[src/rtl/hps_reset_req_pkg.sv]
// Shared types and constants for the HPS reset request sequencer.
package hps_reset_req_pkg;

    localparam int unsigned NUM_KEYS = 4;
    localparam int unsigned STM_W    = 28;
    localparam int unsigned STATE_W  = 3;

    typedef logic [STATE_W-1:0] state_t;

    localparam state_t ST_IDLE      = 3'd0;
    localparam state_t ST_MEASURE   = 3'd1;
    localparam state_t ST_ASSERT    = 3'd2;
    localparam state_t ST_WAIT_LOW  = 3'd3;
    localparam state_t ST_WAIT_HIGH = 3'd4;
    localparam state_t ST_COOLDOWN  = 3'd5;

    typedef enum logic [1:0] {
        KIND_WARM  = 2'd0,
        KIND_COLD  = 2'd1,
        KIND_DEBUG = 2'd2
    } kind_t;

    localparam int unsigned EV_WARM     = 0;
    localparam int unsigned EV_COLD     = 1;
    localparam int unsigned EV_DEBUG    = 2;
    localparam int unsigned EV_TIMEOUT  = 3;
    localparam int unsigned EV_ACK      = 4;
    localparam int unsigned EV_KEY_BASE = 8;

    function automatic int unsigned max_u(input int unsigned a, input int unsigned b);
        return (a > b) ? a : b;
    endfunction

endpackage

[src/rtl/hps_reset_req_ctrl_key_debounce.sv]
// One KEY input: 2-flop synchronizer, stability counter and press-edge pulse.
module key_debounce #(
    parameter int unsigned DEBOUNCE_CYCLES = 50_000
) (
    input  logic clk_i,
    input  logic rst_n_i,
    input  logic key_n_i,
    output logic stable_n_o,
    output logic press_edge_o
);
    localparam int unsigned CNT_W = $clog2(DEBOUNCE_CYCLES + 1);

    logic             sync1_q, sync2_q;
    logic             stable_q, stable_d;
    logic             edge_q, edge_d;
    logic [CNT_W-1:0] cnt_q, cnt_d;

    // Bring the raw key into the clock domain; reset to "released".
    always_ff @(posedge clk_i) begin
        if (!rst_n_i) begin
            sync1_q <= 1'b1;
            sync2_q <= 1'b1;
        end else begin
            sync1_q <= key_n_i;
            sync2_q <= sync1_q;
        end
    end

    // Accept a new level only after it has differed from the stable one long enough.
    always_comb begin
        stable_d = stable_q;
        cnt_d    = cnt_q;
        edge_d   = 1'b0;
        if (sync2_q == stable_q) begin
            cnt_d = '0;
        end else if (cnt_q == CNT_W'(DEBOUNCE_CYCLES - 1)) begin
            stable_d = sync2_q;
            cnt_d    = '0;
            edge_d   = ~sync2_q;
        end else begin
            cnt_d = cnt_q + CNT_W'(1);
        end
    end

    // Debounce state registers.
    always_ff @(posedge clk_i) begin
        if (!rst_n_i) begin
            stable_q <= 1'b1;
            cnt_q    <= '0;
            edge_q   <= 1'b0;
        end else begin
            stable_q <= stable_d;
            cnt_q    <= cnt_d;
            edge_q   <= edge_d;
        end
    end

    assign stable_n_o   = stable_q;
    assign press_edge_o = edge_q;

endmodule

[src/rtl/hps_reset_req_ctrl.sv]
// Sequences HPS cold/warm/debug reset requests from the board KEY buttons.
module hps_reset_req_ctrl
    import hps_reset_req_pkg::*;
#(
    parameter int unsigned DEBOUNCE_CYCLES    = 50_000,
    parameter int unsigned LONG_PRESS_CYCLES  = 150_000_000,
    parameter int unsigned REQ_HOLD_CYCLES    = 1024,
    parameter int unsigned ACK_TIMEOUT_CYCLES = 50_000_000,
    parameter int unsigned COOLDOWN_CYCLES    = 5_000_000
) (
    input  logic                clk_clk,
    input  logic                reset_reset_n,
    input  logic [NUM_KEYS-1:0] button_n,
    input  logic [3:0]          dipsw,
    input  logic                h2f_reset_n,
    output logic                f2h_cold_req_n,
    output logic                f2h_warm_req_n,
    output logic                f2h_debug_req_n,
    output logic [STM_W-1:0]    stm_hwevents,
    output logic                busy
);
    localparam int unsigned CNT_MAX = max_u(max_u(LONG_PRESS_CYCLES, REQ_HOLD_CYCLES),
                                            max_u(ACK_TIMEOUT_CYCLES, COOLDOWN_CYCLES));
    localparam int unsigned CNT_W   = $clog2(CNT_MAX + 1);

    logic [NUM_KEYS-1:0] key_stable_n;
    logic [NUM_KEYS-1:0] press_edge;
    logic                arm_s1_q, arm_s2_q;
    logic                h2f_s1_q, h2f_s2_q;
    state_t              state_q, state_d;
    kind_t               kind_q, kind_d;
    logic [CNT_W-1:0]    cnt_q, cnt_d, cnt_inc;
    logic [STM_W-1:0]    ev_q, ev_d;
    logic                cold_n_q, warm_n_q, debug_n_q, busy_q;
    logic                unused_dipsw;

    assign unused_dipsw = ^dipsw[3:1];

    // Per-key debounce and press-edge detection.
    for (genvar gi = 0; gi < NUM_KEYS; gi++) begin : g_key
        key_debounce #(
            .DEBOUNCE_CYCLES(DEBOUNCE_CYCLES)
        ) u_key (
            .clk_i       (clk_clk),
            .rst_n_i     (reset_reset_n),
            .key_n_i     (button_n[gi]),
            .stable_n_o  (key_stable_n[gi]),
            .press_edge_o(press_edge[gi])
        );
    end

    // Synchronize the arm switch and the HPS reset status.
    always_ff @(posedge clk_clk) begin
        if (!reset_reset_n) begin
            arm_s1_q <= 1'b0;
            arm_s2_q <= 1'b0;
            h2f_s1_q <= 1'b1;
            h2f_s2_q <= 1'b1;
        end else begin
            arm_s1_q <= dipsw[0];
            arm_s2_q <= arm_s1_q;
            h2f_s1_q <= h2f_reset_n;
            h2f_s2_q <= h2f_s1_q;
        end
    end

    // Next-state, shared counter and event pulses.
    always_comb begin
        state_d = state_q;
        kind_d  = kind_q;
        cnt_d   = cnt_q;
        ev_d    = '0;
        cnt_inc = (cnt_q == {CNT_W{1'b1}}) ? cnt_q : cnt_q + CNT_W'(1);
        ev_d[EV_KEY_BASE +: NUM_KEYS] = press_edge;
        case (state_q)
            ST_IDLE: begin
                cnt_d = '0;
                if (arm_s2_q && h2f_s2_q) begin
                    if (press_edge[0]) begin
                        state_d = ST_MEASURE;
                    end else if (press_edge[1]) begin
                        state_d = ST_ASSERT;
                        kind_d  = KIND_DEBUG;
                    end
                end
            end
            ST_MEASURE: begin
                if (!arm_s2_q || !h2f_s2_q) begin
                    state_d = ST_IDLE;
                    cnt_d   = '0;
                end else if (cnt_q == CNT_W'(LONG_PRESS_CYCLES - 1)) begin
                    state_d = ST_ASSERT;
                    kind_d  = KIND_COLD;
                    cnt_d   = '0;
                end else if (key_stable_n[0]) begin
                    state_d = ST_ASSERT;
                    kind_d  = KIND_WARM;
                    cnt_d   = '0;
                end else begin
                    cnt_d = cnt_inc;
                end
            end
            ST_ASSERT: begin
                if (cnt_q == CNT_W'(REQ_HOLD_CYCLES - 1)) begin
                    state_d = (kind_q == KIND_DEBUG) ? ST_COOLDOWN : ST_WAIT_LOW;
                    cnt_d   = '0;
                end else begin
                    cnt_d = cnt_inc;
                end
            end
            ST_WAIT_LOW: begin
                if (!h2f_s2_q) begin
                    state_d = ST_WAIT_HIGH;
                    cnt_d   = cnt_inc;
                end else if (cnt_q >= CNT_W'(ACK_TIMEOUT_CYCLES - 1)) begin
                    state_d            = ST_COOLDOWN;
                    cnt_d              = '0;
                    ev_d[EV_TIMEOUT]   = 1'b1;
                end else begin
                    cnt_d = cnt_inc;
                end
            end
            ST_WAIT_HIGH: begin
                if (h2f_s2_q) begin
                    state_d        = ST_COOLDOWN;
                    cnt_d          = '0;
                    ev_d[EV_ACK]   = 1'b1;
                end else if (cnt_q >= CNT_W'(ACK_TIMEOUT_CYCLES - 1)) begin
                    state_d            = ST_COOLDOWN;
                    cnt_d              = '0;
                    ev_d[EV_TIMEOUT]   = 1'b1;
                end else begin
                    cnt_d = cnt_inc;
                end
            end
            ST_COOLDOWN: begin
                if ((cnt_q >= CNT_W'(COOLDOWN_CYCLES - 1)) && (&key_stable_n)) begin
                    state_d = ST_IDLE;
                    cnt_d   = '0;
                end else begin
                    cnt_d = cnt_inc;
                end
            end
            default: begin
                state_d = ST_IDLE;
                cnt_d   = '0;
            end
        endcase
        if ((state_d == ST_ASSERT) && (state_q != ST_ASSERT)) begin
            case (kind_d)
                KIND_WARM:  ev_d[EV_WARM]  = 1'b1;
                KIND_COLD:  ev_d[EV_COLD]  = 1'b1;
                KIND_DEBUG: ev_d[EV_DEBUG] = 1'b1;
                default:    ;
            endcase
        end
    end

    // State and registered outputs, derived from the next state so requests start on entry.
    always_ff @(posedge clk_clk) begin
        if (!reset_reset_n) begin
            state_q   <= ST_IDLE;
            kind_q    <= KIND_WARM;
            cnt_q     <= '0;
            ev_q      <= '0;
            cold_n_q  <= 1'b1;
            warm_n_q  <= 1'b1;
            debug_n_q <= 1'b1;
            busy_q    <= 1'b0;
        end else begin
            state_q   <= state_d;
            kind_q    <= kind_d;
            cnt_q     <= cnt_d;
            ev_q      <= ev_d;
            cold_n_q  <= ~((state_d == ST_ASSERT) && (kind_d == KIND_COLD));
            warm_n_q  <= ~((state_d == ST_ASSERT) && (kind_d == KIND_WARM));
            debug_n_q <= ~((state_d == ST_ASSERT) && (kind_d == KIND_DEBUG));
            busy_q    <= (state_d != ST_IDLE);
        end
    end

    assign f2h_cold_req_n  = cold_n_q;
    assign f2h_warm_req_n  = warm_n_q;
    assign f2h_debug_req_n = debug_n_q;
    assign stm_hwevents    = ev_q;
    assign busy            = busy_q;

endmodule

[config.mk]
export PLATFORM = sky130hd
export DESIGN_NAME = hps_reset_req_ctrl
export DESIGN_NICKNAME = d
export VERILOG_FILES = /design/src/rtl/hps_reset_req_pkg.sv /design/src/rtl/hps_reset_req_ctrl_key_debounce.sv /design/src/rtl/hps_reset_req_ctrl.sv
export SDC_FILE = /design/constraint.sdc
export NUM_CORES = 1
export LEC_CHECK = 0
export CORE_ASPECT_RATIO = 1.25
export CORE_MARGIN = 5
export CORE_UTILIZATION = 35
export CTS_CLUSTER_SIZE = 25
export DETAILED_ROUTE_END_ITERATION = 12
export GPL_ROUTABILITY_DRIVEN = 0
export GPL_TIMING_DRIVEN = 0
export PLACE_DENSITY = 0.56
export SYNTH_ARGS = -nofsm -noshare
export SYNTH_HDL_FRONTEND = slang
export SYNTH_SLANG_ARGS = --single-unit
export TNS_END_PERCENT = 100
[constraint.sdc]
create_clock -name clk_clk -period 5.9 [get_ports clk_clk]
set_input_delay 0.885 -clock clk_clk [delete_from_list [all_inputs] [get_ports clk_clk]]
set_output_delay 0.885 -clock clk_clk [all_outputs]
set_load 0.02 [all_outputs]
## Word-level counts from Yosys, hierarchy flattened

Cells that the tools add are included.

- Memory bits (read-only): 0
- Flip-flop bits (word level): 149
- Bits of input ports: 11
- Latch bits: 0
- Word-level logic and storage cells: 144
- Output and inout port bits: 32
- Memory bits (writable): 0
- Memories: 0

- Multipliers: 0
- Multiplexer cells: 38
- Bitwise logic cells: 16
- Eq/ne operators: 21
- Magnitude comparators: 2
- Add/sub/neg operators: 5
- Shifts and indexed selects: 0
- Reduce and logical (&&, ||, !) cells: 27
- Divide/modulo/power cells: 0

Operators with widths:

| kind | count |
|---|---|
| $mux W28 | 9 |
| $pmux W28 S5 | 1 |
| $add A16 B1 Y16 const B | 4 |
| $eq A16 B16 Y1 const B | 4 |
| $eq A28 B28 Y1 const B | 2 |
| $mux W3 | 12 |
| $add A28 B1 Y28 const B | 1 |
| $eq A28 B10 Y1 const B | 1 |
| $ge A28 B23 Y1 const B | 1 |
| $ge A28 B26 Y1 const B | 1 |
| $reduce_or A3 Y1 | 8 |
| $pmux W3 S6 | 1 |
| $not A1 Y1 | 16 |
| $mux W2 | 6 |
| $reduce_and A2 Y1 | 6 |
| $eq A3 B2 Y1 const B | 3 |
| $mux W1 | 7 |
| $eq A3 B3 Y1 const B | 2 |
| $logic_and A1 B1 Y1 | 6 |
| $eq A1 B1 Y1 | 4 |
| $eq A2 B2 Y1 const B | 2 |
| $pmux W2 S2 | 1 |
| $reduce_and A4 Y1 | 1 |
| $eq A3 B1 Y1 const B | 1 |
| 8 further kinds | 9 |

## Logic depth before layout (Yosys ltp)

Gate-level depths: netlist of run 1.

- Word-level depth: 7
- Mapped depth: 9
- Depth with buffers taken out: 8

## By module

Synthesis of run 1 repeated with hierarchy kept, for this count alone.

- Cells, all modules: 703
- Area, all modules: 6189.7 sq um

Modules (own cells, without submodules):

| module | cells an instance | area each (sq um) | times used | seq. area each (sq um) |
|---|---|---|---|---|
| hps_reset_req_ctrl | 319 | 2701.3 | 1 | 1001.0 |
| key_debounce (g_key[0].u_key ...) | 98 | 878.3 | 3 | 400.4 |
| key_debounce (g_key[3].u_key) | 90 | 853.3 | 1 | 400.4 |

## Least setup slack after synthesis of run 1

Ideal clock, no wire load.

- Path type: flip-flop to flip-flop
- Start: register cnt_q[10]
- End: register cold_n_q, in the netlist f2h_cold_req_n
- Setup slack: 3609 ps
- Data required time: 5773 ps
- Stages on the path, launching flop included: 9
- Clock period less this slack: 2291 ps
- Data arrival time: 2164 ps
- Path through: dfxtp_1 -> buf_6 -> or4_4 -> a211oi_2 -> or4_4 -> a31oi_4 -> a221oi_4 -> o211ai_2 -> or3_1

- Cells in the longest elaborated chain, start to end: 7
- Elaborated cells on any way between the ends: 20
- Those cells by class: order compare (2); eq/ne (4); mux (11); bitwise (1); reduce/logical (2)

RTL lines:

| element | RTL line | RTL |
|---|---|---|
| from (decl) | hps_reset_req_ctrl.sv:32 | `logic [CNT_W-1:0] cnt_q, cnt_d, cnt_inc;` |
| from (signal assigned) | hps_reset_req_ctrl.sv:173 | `cnt_q <= cnt_d;` |
| $ge A28 B26 Y1, or another cell as far along | hps_reset_req_ctrl.sv:115, hps_reset_req_ctrl.sv:128 |  |
| $mux W3, or another cell as far along | hps_reset_req_ctrl.sv:115, hps_reset_req_ctrl.sv:128 |  |
| $mux W3, or another cell as far along | hps_reset_req_ctrl.sv:124 | `if (h2f_s2_q) begin` |
| $pmux W3 S6 / $pmux W2 S2 (equally long branches) | hps_reset_req_ctrl.sv:75 | `case (state_q)` |
| $eq A3 B2 Y1 / $eq A2 B1 Y1 (equally long branches) | hps_reset_req_ctrl.sv:175 | `cold_n_q <= ~((state_d == ST_ASSERT) && (kind_d == KIND_COLD));` |
| $logic_and A1 B1 Y1 (*) | hps_reset_req_ctrl.sv:175 |  |
| $not A1 Y1 (*) | hps_reset_req_ctrl.sv:175 |  |
| to (signal assigned) | hps_reset_req_ctrl.sv:175 |  |
| to (decl) | hps_reset_req_ctrl.sv:34 | `logic cold_n_q, warm_n_q, debug_n_q, busy_q;` |

Mark *: on every way between the ends. The rest lies on a longest branch, timed or not.
A chain may end at the register's enable or synchronous reset.

## Worst setup path in the final report of run 1

- Start: register cnt_q[13]
- End: register cold_n_q, in the netlist f2h_cold_req_n

The elaborated chain is that of the path after synthesis.

==> flow_metrics.tcl, run 1 <==
set metrics [dict create \
    critical_path_class "flop to flop" \
    total_power_w 0.001910 \
    power_density_mw_per_mm2 275.9 \
    hp-start "g_key[2].u_key.sync1_q" \
    synth_top_area_cell "dfxtp_1" \
    drc 0 \
    hp-class "flop to flop" \
    rsz0062_at_grt "no" \
    ys_top_cells_by_area "dfxtp_1 45%, nor2_1 8.0%, xor2_1 6.8%" \
    tightestPinTransition_ps 693.8 \
    slew_headroom_pct 53.62 \
    dpl.hpwl_um 9021 \
    clkLatencyLatePin_ps 410 \
    status "finished, final reports clean" \
    async_reset_ff_share_pct 0 \
    cts_setup_buffers 0 \
    cts_resized 0 \
    power_switching_w 0.0004107 \
    seq_area_frac_synth_pct 44.68 \
    initial_core_util_pct 35.81 \
    antenna_found_initial 0 \
    dr.first_iter.drc_count 343 \
    dpl.cell_count 924 \
    skew_ps 5.583 \
    via_per_inst 4.857 \
    htree_levels 4 \
    fp.dieArea_sq_mm 0.01934 \
    slowest_delay_ps 570 \
    switching_share_pct 21.50 \
    nets 743 \
    crit_path_max_fanout 10 \
    ys.flop_type "dfxtp_1" \
    clkTransAtPathRegs_ps 50 \
    synth_edf_count 0 \
    yosys_register_bits 130 \
    regToRegEndpoint "f2h_cold_req_n" \
    tns_ps 0 \
    final_common_cell "dfxtp_1" \
    endpoint_kind "flop" \
    antenna_cells 0 \
    instances_no_fill 956 \
    grt_pass1_wl_um 20910 \
    worst_ep_required_time_ps 6180 \
    synth_warnings 0 \
    final_cell_mix "130 x dfxtp_1, 124 x nor2_1, 54 x nand2_1, 45 x xor2_1, 44 x nand3_1" \
    r2r_slack_ps 3060 \
    reg2reg_depth 8 \
    grt_max_degree 17 \
    maxSlewViolCount 0 \
    synth_area_per_cell_sq_um 8.693 \
    grt_use_total_pct 13.08 \
    nFillCells 1652 \
    cts_hold_buffers 0 \
    setup_violations 0 \
    wl_per_cell_um 12.77 \
    ios 43 \
    drive_gt1_share_pct 9.324 \
    seqCellArea_sq_mm 0.002603 \
    ir_drop_v 0.0001856 \
    coreArea_sq_mm 0.01627 \
    dieHeight_um 154.2 \
    sequentialPowerShare_pct 46.4 \
    period_share_pct 48.11 \
    fin_crit_ps 2839 \
    grt_pass1_vias 4487 \
    leakage_nw 2.413 \
    intPower_w 0.001500 \
    reg2reg_from "cnt_q[13]" \
    start_kind "flop" \
    cpMaxStageDelayCell "nor4_1" \
    drt-total-wl_um 12200 \
    combPwrFrac_pct 2.1 \
    drt_pass1_iterations 4 \
    synth_area_sq_mm 0.005824 \
    multiInputGateArea_sq_mm 0.003005 \
    clkPwrFrac_pct 51.5 \
    yosysTopAreaCellShare_pct 44.68 \
    hold_viol 0 \
    area_delta_synth_final_pct 18.90 \
    synth.distinct_cells 56 \
    path_cells "buf_2 > nor4b_1 > nand2_1 > nor4_1 > o21ai_0 > a221oi_4 > o211ai_2 > or3_1" \
    timing.fmax_mhz 352.3 \
    num_rows 52 \
    numClockSinks 130 \
    cts_buffers 17 \
    drtAntennaViolNets 0 \
    cap_violations 0 \
    crit_arrival_ps 3120 \
    dr_total_vias 4643 \
    whs_ps 409.0 \
    root_buffer "clkbuf_16" \
    die_w_um 125.4 \
    cts_max_path_buffers 2 \
    min_to "g_key[2].u_key.sync2_q" \
    synthCells 670 \
    cts_tree "done" \
    portBuffers 20 \
    overflow 0 \
    min_path_cells 1 \
]
-- worst max path at each step --
stage / start / endpoint / slack, ps / cells past startpoint
after global routing: cnt_q[26] / f2h_cold_req_n / 2870 / 8
after detailed placement: reset_reset_n / g_key[3].u_key.cnt_q[11] / 3040 / 5
after global placement: cnt_q[13] / f2h_cold_req_n / 3090 / 8
after floorplan: cnt_q[10] / f2h_cold_req_n / 3610 / 8
after CTS: cnt_q[13] / f2h_cold_req_n / 3050 / 8
final: cnt_q[13] / f2h_cold_req_n / 3060 / 8
-- layer usage --
layer / routed length [um] / GRT usage (%) / part of all wire, % / vias up
met2: 6280 / 23.17 / 51 / 90
met1: 5251 / 14.73 / 43 / 2164
met5: 0 / 0 / 0 / -
li1: - / - / - / 2372
met3: 460 / 3.760 / 3.8 / 17
met4: 212 / 5.320 / 1.7 / 0
-- worst max-delay path, delay by kind of cell (launching register included) --
family / cells / cell delay (ps)
compound gates: 3 / 820
buf+inv: 1 / 180
flops: 1 / 320
simple gates: 4 / 1400
-- state kept, by name, summed over array words and instances, names as in the netlist --
register / flops
h2f_s2_q: 1
g_key.u_key.sync1_q: 4
arm_s1_q: 1
f2h_cold_req_n: 1
cnt_q: 28
g_key.u_key.cnt_q: 64
f2h_debug_req_n: 1
g_key.u_key.stable_n_o: 4
g_key.u_key.sync2_q: 4
busy: 1
kind_q: 2
h2f_s1_q: 1
g_key.u_key.press_edge_o: 4
f2h_warm_req_n: 1
stm_hwevents: 9
arm_s2_q: 1
state_q: 3
-- through the flow --
stage	setup slack [ps]	cell area, sq um	utilization (%)
floorplan	3609	5892	-
global placement	3088	6362	39.12
detailed placement	3040	6362	39.12
CTS	3050	6925	42.58
global route	2873	6925	42.58
finish	3061	6925	42.58
-- power groups by stage --
stage | clock, W | sequential [W] | combinational [W]
3_3_place_gp | 0 | 0.000904 | 0.0000394
6_report | 0.000985 | 0.000886 | 0.0000403
2_1_floorplan | 0 | 0.000904 | 0.0000309
3_5_place_dp | 0 | 0.000905 | 0.0000399
5_1_grt | 0.00106 | 0.000886 | 0.0000442
4_1_cts | 0.00101 | 0.000885 | 0.0000399
-- area by class of cell --
type	count	share of cell area, %
flip-flops and latches	130	37.58
clock inverters	13	1.590
clock buffers	19	6.540
repair buffers	20	2.891
inverters	10	0.5420
multi-input cells	509	43.40
plain buffers	39	3.559
well taps	216	3.902
-- logic make-up (layout without fill, tap and decap cells) --
kind of cell | Yosys count | after routing | synth area share, %
AO/OA/AOI/OAI | 43 | 43 | 5.586
XOR/XNOR | 83 | 83 | 12.48
adder cells (fa/ha/maj) | 5 | 5 | 1.074
buffers and inverters | 49 | 101 | 4.876
flip-flops | 130 | 130 | 44.68
multiplexers | 5 | 5 | 0.8593
other | 1 | 19 | 0.06439
AND/OR/NAND/NOR | 354 | 354 | 30.38
-- cells in the mapped netlist, types with 2 or more instances --
cell      count
nor3_1       21
xor2_1       45
or4_4         2
dfxtp_1     130
nand4_1      24
o21ai_0      10
clkbuf_1     12
nor4b_1       5
or3_1         5
or4_1         2
a21boi_0      2
buf_4        19
a22oi_1       2
buf_6         3
nand3b_1      2
a31oi_1       2
nor2b_1       3
xnor2_1      38
nand2b_1     12
and4b_1       3
a21oi_1      11
and2_1       13
nand2_1      54
buf_2         5
inv_1        10
and4_1        6
mux2i_1       5
nand3_1      44
nor2_1      124
and3_1       20
nor4_1        7
ha_1          5
Note: power is estimated with default switching activity, not from simulation.
==> run 2, diff against run 1 <==
--- a/config.mk
+++ b/config.mk
@@ -12,7 +12,7 @@
 export DETAILED_ROUTE_END_ITERATION = 12
 export GPL_ROUTABILITY_DRIVEN = 0
 export GPL_TIMING_DRIVEN = 0
-export PLACE_DENSITY = 0.56
+export PLACE_DENSITY = 0.58
 export SYNTH_ARGS = -nofsm -noshare
 export SYNTH_HDL_FRONTEND = slang
 export SYNTH_SLANG_ARGS = --single-unit
==> constraint.sdc (replaced) <==
create_clock -name clk_clk -period 2.3 [get_ports clk_clk]
set_input_delay 0.345 -clock clk_clk [delete_from_list [all_inputs] [get_ports clk_clk]]
set_output_delay 0.345 -clock clk_clk [all_outputs]
set_load 0.02 [all_outputs]
==> run 2 against run 1 <==
The flow now finishes with violations (setup timing). Die area unchanged. Utilization increased by 1.6 points. Final area increased by 3.6%. First-iteration DRC count decreased by 14%. Global-route usage about the same. Critical path type unchanged. Largest power group unchanged. Highest routed layer unchanged.
==> flow_metrics.tcl, run 2 (synthesized netlist as in run 1, its figures left out) <==
set metrics [dict create \
    coreArea_sq_mm 0.01627 \
    setup_ws_ps -90.07 \
    crit_arrival_ps 2680 \
    tns_ps -323.1 \
    root_buffer "clkbuf_16" \
    cts_tree "done" \
    hp-class "flop to flop" \
    final_common_cell "dfxtp_1" \
    critical_path_class "flop to flop" \
    antenna_cells 0 \
    fin_crit_ps 2390 \
    skew_ps 7.277 \
    endpoint_kind "flop" \
    nets 751 \
    crit_path_max_fanout 8 \
    cts_max_path_buffers 2 \
    start_kind "flop" \
    seqCellArea_sq_mm 0.002616 \
    die_w_um 125.4 \
    cap_violations 0 \
    antenna_found_initial 0 \
    via_per_inst 4.883 \
    drt_pass1_iterations 5 \
    largest_reg_flops 64 \
    cp_common_cell "or4_4" \
    power_density_mw_per_mm2 702.4 \
    slowest_delay_ps 510 \
    period_share_pct 103.9 \
    cts_hold_buffers 0 \
    numClockSinks 130 \
    nFillCells 1632 \
    cpMaxStageDelayCell "or4_4" \
    cts_buffers 17 \
    dr_total_vias 4702 \
    grt_max_degree 17 \
    timing.fmax_mhz 418.4 \
    overflow 0 \
    post-place-ws_ps -426.5 \
    clkLatencyLatePin_ps 410 \
    path_cells "buf_6 > or4_4 > a211oi_2 > or4_4 > a31oi_4 > a221oi_4 > o211ai_4 > or3_1" \
    leakage_nw 2.497 \
    fp.dieArea_sq_mm 0.01934 \
    timing.critical_path.buf_inv 1 \
    violations "setup timing" \
    drt-total-wl_um 12470 \
    rsz0062_at_grt "yes" \
    status "complete, but fails checks" \
    dr.first_iter.drc_count 294 \
    grt_pass1_vias 4609 \
    ir_drop_v 0.0004625 \
    drive_gt1_share_pct 14.06 \
    grt_use_total_pct 13.07 \
    drtAntennaViolNets 0 \
    wl_per_cell_um 12.94 \
    grt_pass1_wl_um 21110 \
    final_cell_mix "123 x dfxtp_1, 122 x nor2_1, 54 x nand2_1, 45 x xor2_1, 44 x nand3_1" \
    ios 43 \
    drc 0 \
    dieHeight_um 154.2 \
    largest_register "g_key.u_key.cnt_q" \
    multiInputGateArea_sq_mm 0.003137 \
    num_rows 52 \
    worst_ep_required_time_ps 2590 \
    initial_core_util_pct 35.81 \
    clkTransAtPathRegs_ps 60 \
    dpl.hpwl_um 8821 \
    hold_viol 0 \
    cp_top_family "simple AND/OR/NAND/NOR gates" \
    maxSlewViolCount 0 \
    portBuffers 20 \
    area_delta_synth_final_pct 23.24 \
    setup_violations 9 \
    htree_levels 4 \
]
## run 2: changes by cell type in the layout (fill, tap and decap cells not counted), sizes merged
cell,before,now
clkbuf,31,30
inv,12,10
clkinvlp,2,1
clkinv,8,6
bufinv,1,2
buf,27,39
## run 2: timing repair
item                                    4_1_cts  5_1_grt
pin swaps                                    11        7
endpoints found under the setup margin       36       35
resized for setup                            24       17
setup buffers                                 5        7
gates cloned                                  0        1
## run 2: stage by stage
step	util [%]	total power, W	hold WS (ps)	area, sq um	instances
after floorplan	-	0.002398	386.3	5892	688
after global placement	39.12	0.002422	390.0	6362	924
after detailed placement	39.12	0.002423	400.8	6362	924
after CTS	43.42	0.005112	406.9	7063	957
after global routing	44.13	0.005228	424.9	7178	963
final	44.13	0.005042	409.9	7178	963
## run 2: final timing paths
| path | from | to | slack (ps) | cells past startpoint |
|---|---|---|---|---|
| worst max-delay path | cnt_q[10] | f2h_cold_req_n | -90 | 8 |
| worst min-delay path | g_key[2].u_key.sync1_q | g_key[2].u_key.sync2_q | 410 | 1 |
| worst max register to register | cnt_q[10] | f2h_cold_req_n | -90 | 8 |
| worst min register to register | g_key[2].u_key.sync1_q | g_key[2].u_key.sync2_q | 410 | 1 |
## run 2: area by class of cell
type	instances	share of cell area [%]
Clock buffer	22	6.746
Timing Repair Buffer	33	4.201
Clock inverter	9	1.464
Sequential cell	130	36.45
Tap cell	216	3.765
Inverter	10	0.5229
Buffer	34	3.155
Multi-Input combinational cell	509	43.70
## run 2: power by group
part | leakage, nW | switching, W | internal, W
Sequential | 1.05 | 0.00000740 | 0.00226
Clock | 0.292 | 0.000970 | 0.00170
Combinational | 1.15 | 0.0000603 | 0.0000435
Total | 2.50 | 0.00104 | 0.00400
## run 2: per-layer routing
metal	track usage, %	wire [um]	vias up	share of wire (%)
li1	-	-	2387	-
met1	14.96	5518	2216	44
met2	22.64	6254	78	50
met3	3.622	411	21	3.3
met4	5.992	281	0	2.3
met5	0	0	-	0
==> run 3, diff against run 2 <==
--- a/config.mk
+++ b/config.mk
@@ -7,12 +7,12 @@
 export LEC_CHECK = 0
 export CORE_ASPECT_RATIO = 1.25
 export CORE_MARGIN = 5
-export CORE_UTILIZATION = 35
+export CORE_UTILIZATION = 45
 export CTS_CLUSTER_SIZE = 25
 export DETAILED_ROUTE_END_ITERATION = 12
 export GPL_ROUTABILITY_DRIVEN = 0
 export GPL_TIMING_DRIVEN = 0
-export PLACE_DENSITY = 0.58
+export PLACE_DENSITY = 0.64
 export SYNTH_ARGS = -nofsm -noshare
 export SYNTH_HDL_FRONTEND = slang
 export SYNTH_SLANG_ARGS = --single-unit
==> run 3 against run 2 <==
Via count shrank 0.74%. First-iteration DRC count shrank 37%. The run still ends with setup timing left. Largest cell class unchanged. Largest power group unchanged. Critical path type unchanged. Cell count shrank 4.2%. Sequential cell count is the same. Count of clock-buffer cells in the layout shrank 1. Clock skew shrank 0.56 ps.
==> flow_metrics.tcl, run 3 (synthesized netlist as in run 1, its figures left out) <==
set metrics [dict create \
    status "complete, but fails checks" \
    violations "setup timing" \
    final_common_cell "nor2_1" \
    nets 758 \
    cts_max_path_buffers 2 \
    final_cell_mix "124 x nor2_1, 117 x dfxtp_1, 53 x nand2_1, 45 x xor2_1, 43 x nand3_1" \
    nFillCells 1128 \
    initial_core_util_pct 45.79 \
    skew_ps 6.720 \
    root_buffer "clkbuf_16" \
    die_w_um 111.8 \
    slowest_delay_ps 530 \
    drt-total-wl_um 12210 \
    cp_top_family "simple AND/OR/NAND/NOR gates" \
    portBuffers 20 \
    htree_levels 4 \
    ios 43 \
    drt_pass1_iterations 4 \
    coreArea_sq_mm 0.01272 \
    seqCellArea_sq_mm 0.002636 \
    regToRegEndpoint "cnt_q[24]" \
    grt_max_degree 17 \
    largest_reg_flops 64 \
    clkLatencyLatePin_ps 420 \
    setup_ws_ps -5.802 \
    dr.first_iter.drc_count 184 \
    crit_arrival_ps 2630 \
    path_cells "or4_4 > a211oi_2 > or4_4 > nand3_1 > a21oi_1 > o21ai_4 > buf_4 > buf_4 > a211oi_1" \
    largest_register "g_key.u_key.cnt_q" \
    cap_violations 0 \
    fin_crit_ps 2306 \
    start_kind "flop" \
    worstSetupEndpoint "cnt_q[24]" \
    grt_pass1_vias 4613 \
    clkTransAtPathRegs_ps 60 \
    grt_pass1_wl_um 20430 \
    critical_path_class "flop to flop" \
    num_rows 46 \
    reg2reg_depth 9 \
    cts_tree "done" \
    post-place-ws_ps -375.1 \
    wl_per_cell_um 13.23 \
    dpl.hpwl_um 8532 \
    grt_use_total_pct 16.30 \
    r2r_slack_ps -6 \
    drtAntennaViolNets 0 \
    numClockSinks 130 \
    overflow 0 \
    area_delta_synth_final_pct 24.75 \
    drive_gt1_share_pct 16.03 \
    tns_ps -10.15 \
    leakage_nw 2.556 \
    dr_total_vias 4667 \
    via_per_inst 5.056 \
    rsz0062_at_grt "yes" \
    whs_ps 409.9 \
    antenna_cells 0 \
    hold_viol 0 \
    cp-startpoint "cnt_q[11]" \
    cts_buffers 17 \
    hp-class "flop to flop" \
    fp.dieArea_sq_mm 0.01533 \
    antenna_found_initial 0 \
    total_power_w 0.005284 \
    cpMaxStageDelayCell "or4_4" \
    reg2reg_from "cnt_q[11]" \
    endpoint_kind "flop" \
    multiInputGateArea_sq_mm 0.003144 \
    timing.critical_path.buf_inv 2 \
    maxSlewViolCount 0 \
    drc 0 \
    crit_path_max_fanout 5 \
    dieHeight_um 137.2 \
    period_share_pct 100.3 \
    worst_ep_required_time_ps 2630 \
    ir_drop_v 0.0005621 \
    cp_num_cells 9 \
    timing.fmax_mhz 433.7 \
    power_density_mw_per_mm2 727.3 \
    setup_violations 2 \
]
## run 3: changes by cell type in the layout (fill, tap and decap cells not counted), sizes merged
cell / delta
buf: +7
clkinv: -4
bufinv: +2
clkinvlp: +2
inv: +2
clkbuf: -1
## run 3: worst min path at each step
stage	start	to	slack (ps)	depth (start not counted)
floorplan	g_key[0].u_key.sync1_q	g_key[0].u_key.sync2_q	390	1
global placement	g_key[3].u_key.sync1_q	g_key[3].u_key.sync2_q	390	1
detailed placement	g_key[3].u_key.sync1_q	g_key[3].u_key.sync2_q	400	1
CTS	g_key[3].u_key.sync1_q	g_key[3].u_key.sync2_q	410	1
global route	g_key[2].u_key.sync1_q	g_key[2].u_key.sync2_q	430	1
finish	g_key[3].u_key.sync1_q	g_key[3].u_key.sync2_q	410	1
## run 3: through the flow
| stage | cells | util [%] | area [sq um] |
|---|---|---|---|
| finish | 923 | 57.12 | 7266 |
| global route | 923 | 57.12 | 7266 |
| CTS | 914 | 55.68 | 7082 |
| detailed placement | 876 | 49.55 | 6302 |
| global placement | 876 | 49.55 | 6302 |
| floorplan | 688 | - | 5892 |
## run 3: area by class of cell
type	instances	share of cell area [%]
Clock inverter	11	2.394
Buffer	32	2.979
Tap cell	168	2.893
Multi-Input combinational cell	509	43.28
Timing Repair Buffer	42	5.046
Clock buffer	21	6.613
Sequential cell	130	36.28
Inverter	10	0.5166
## run 3: power by group
group / internal (W) / switching (W)
Clock: 0.00193 / 0.000985
Combinational: 0.0000436 / 0.0000586
Sequential: 0.00226 / 0.00000694
Total: 0.00423 / 0.00105
## run 3: what timing repair did
item	CTS	global route
hold buffers	0	0
pin swaps	11	15
buffers inserted	8	12
gates resized for setup	27	31
gates cloned	0	2
setup endpoints to repair	35	35
## run 3: metal layers
layer	vias to the layer above	part of all wire (%)	track usage, %
li1	2397	-	-
met2	81	53	29.87
met4	0	2.4	8.046
met1	2168	42	17.38
met5	-	0	0
met3	21	3.2	4.218
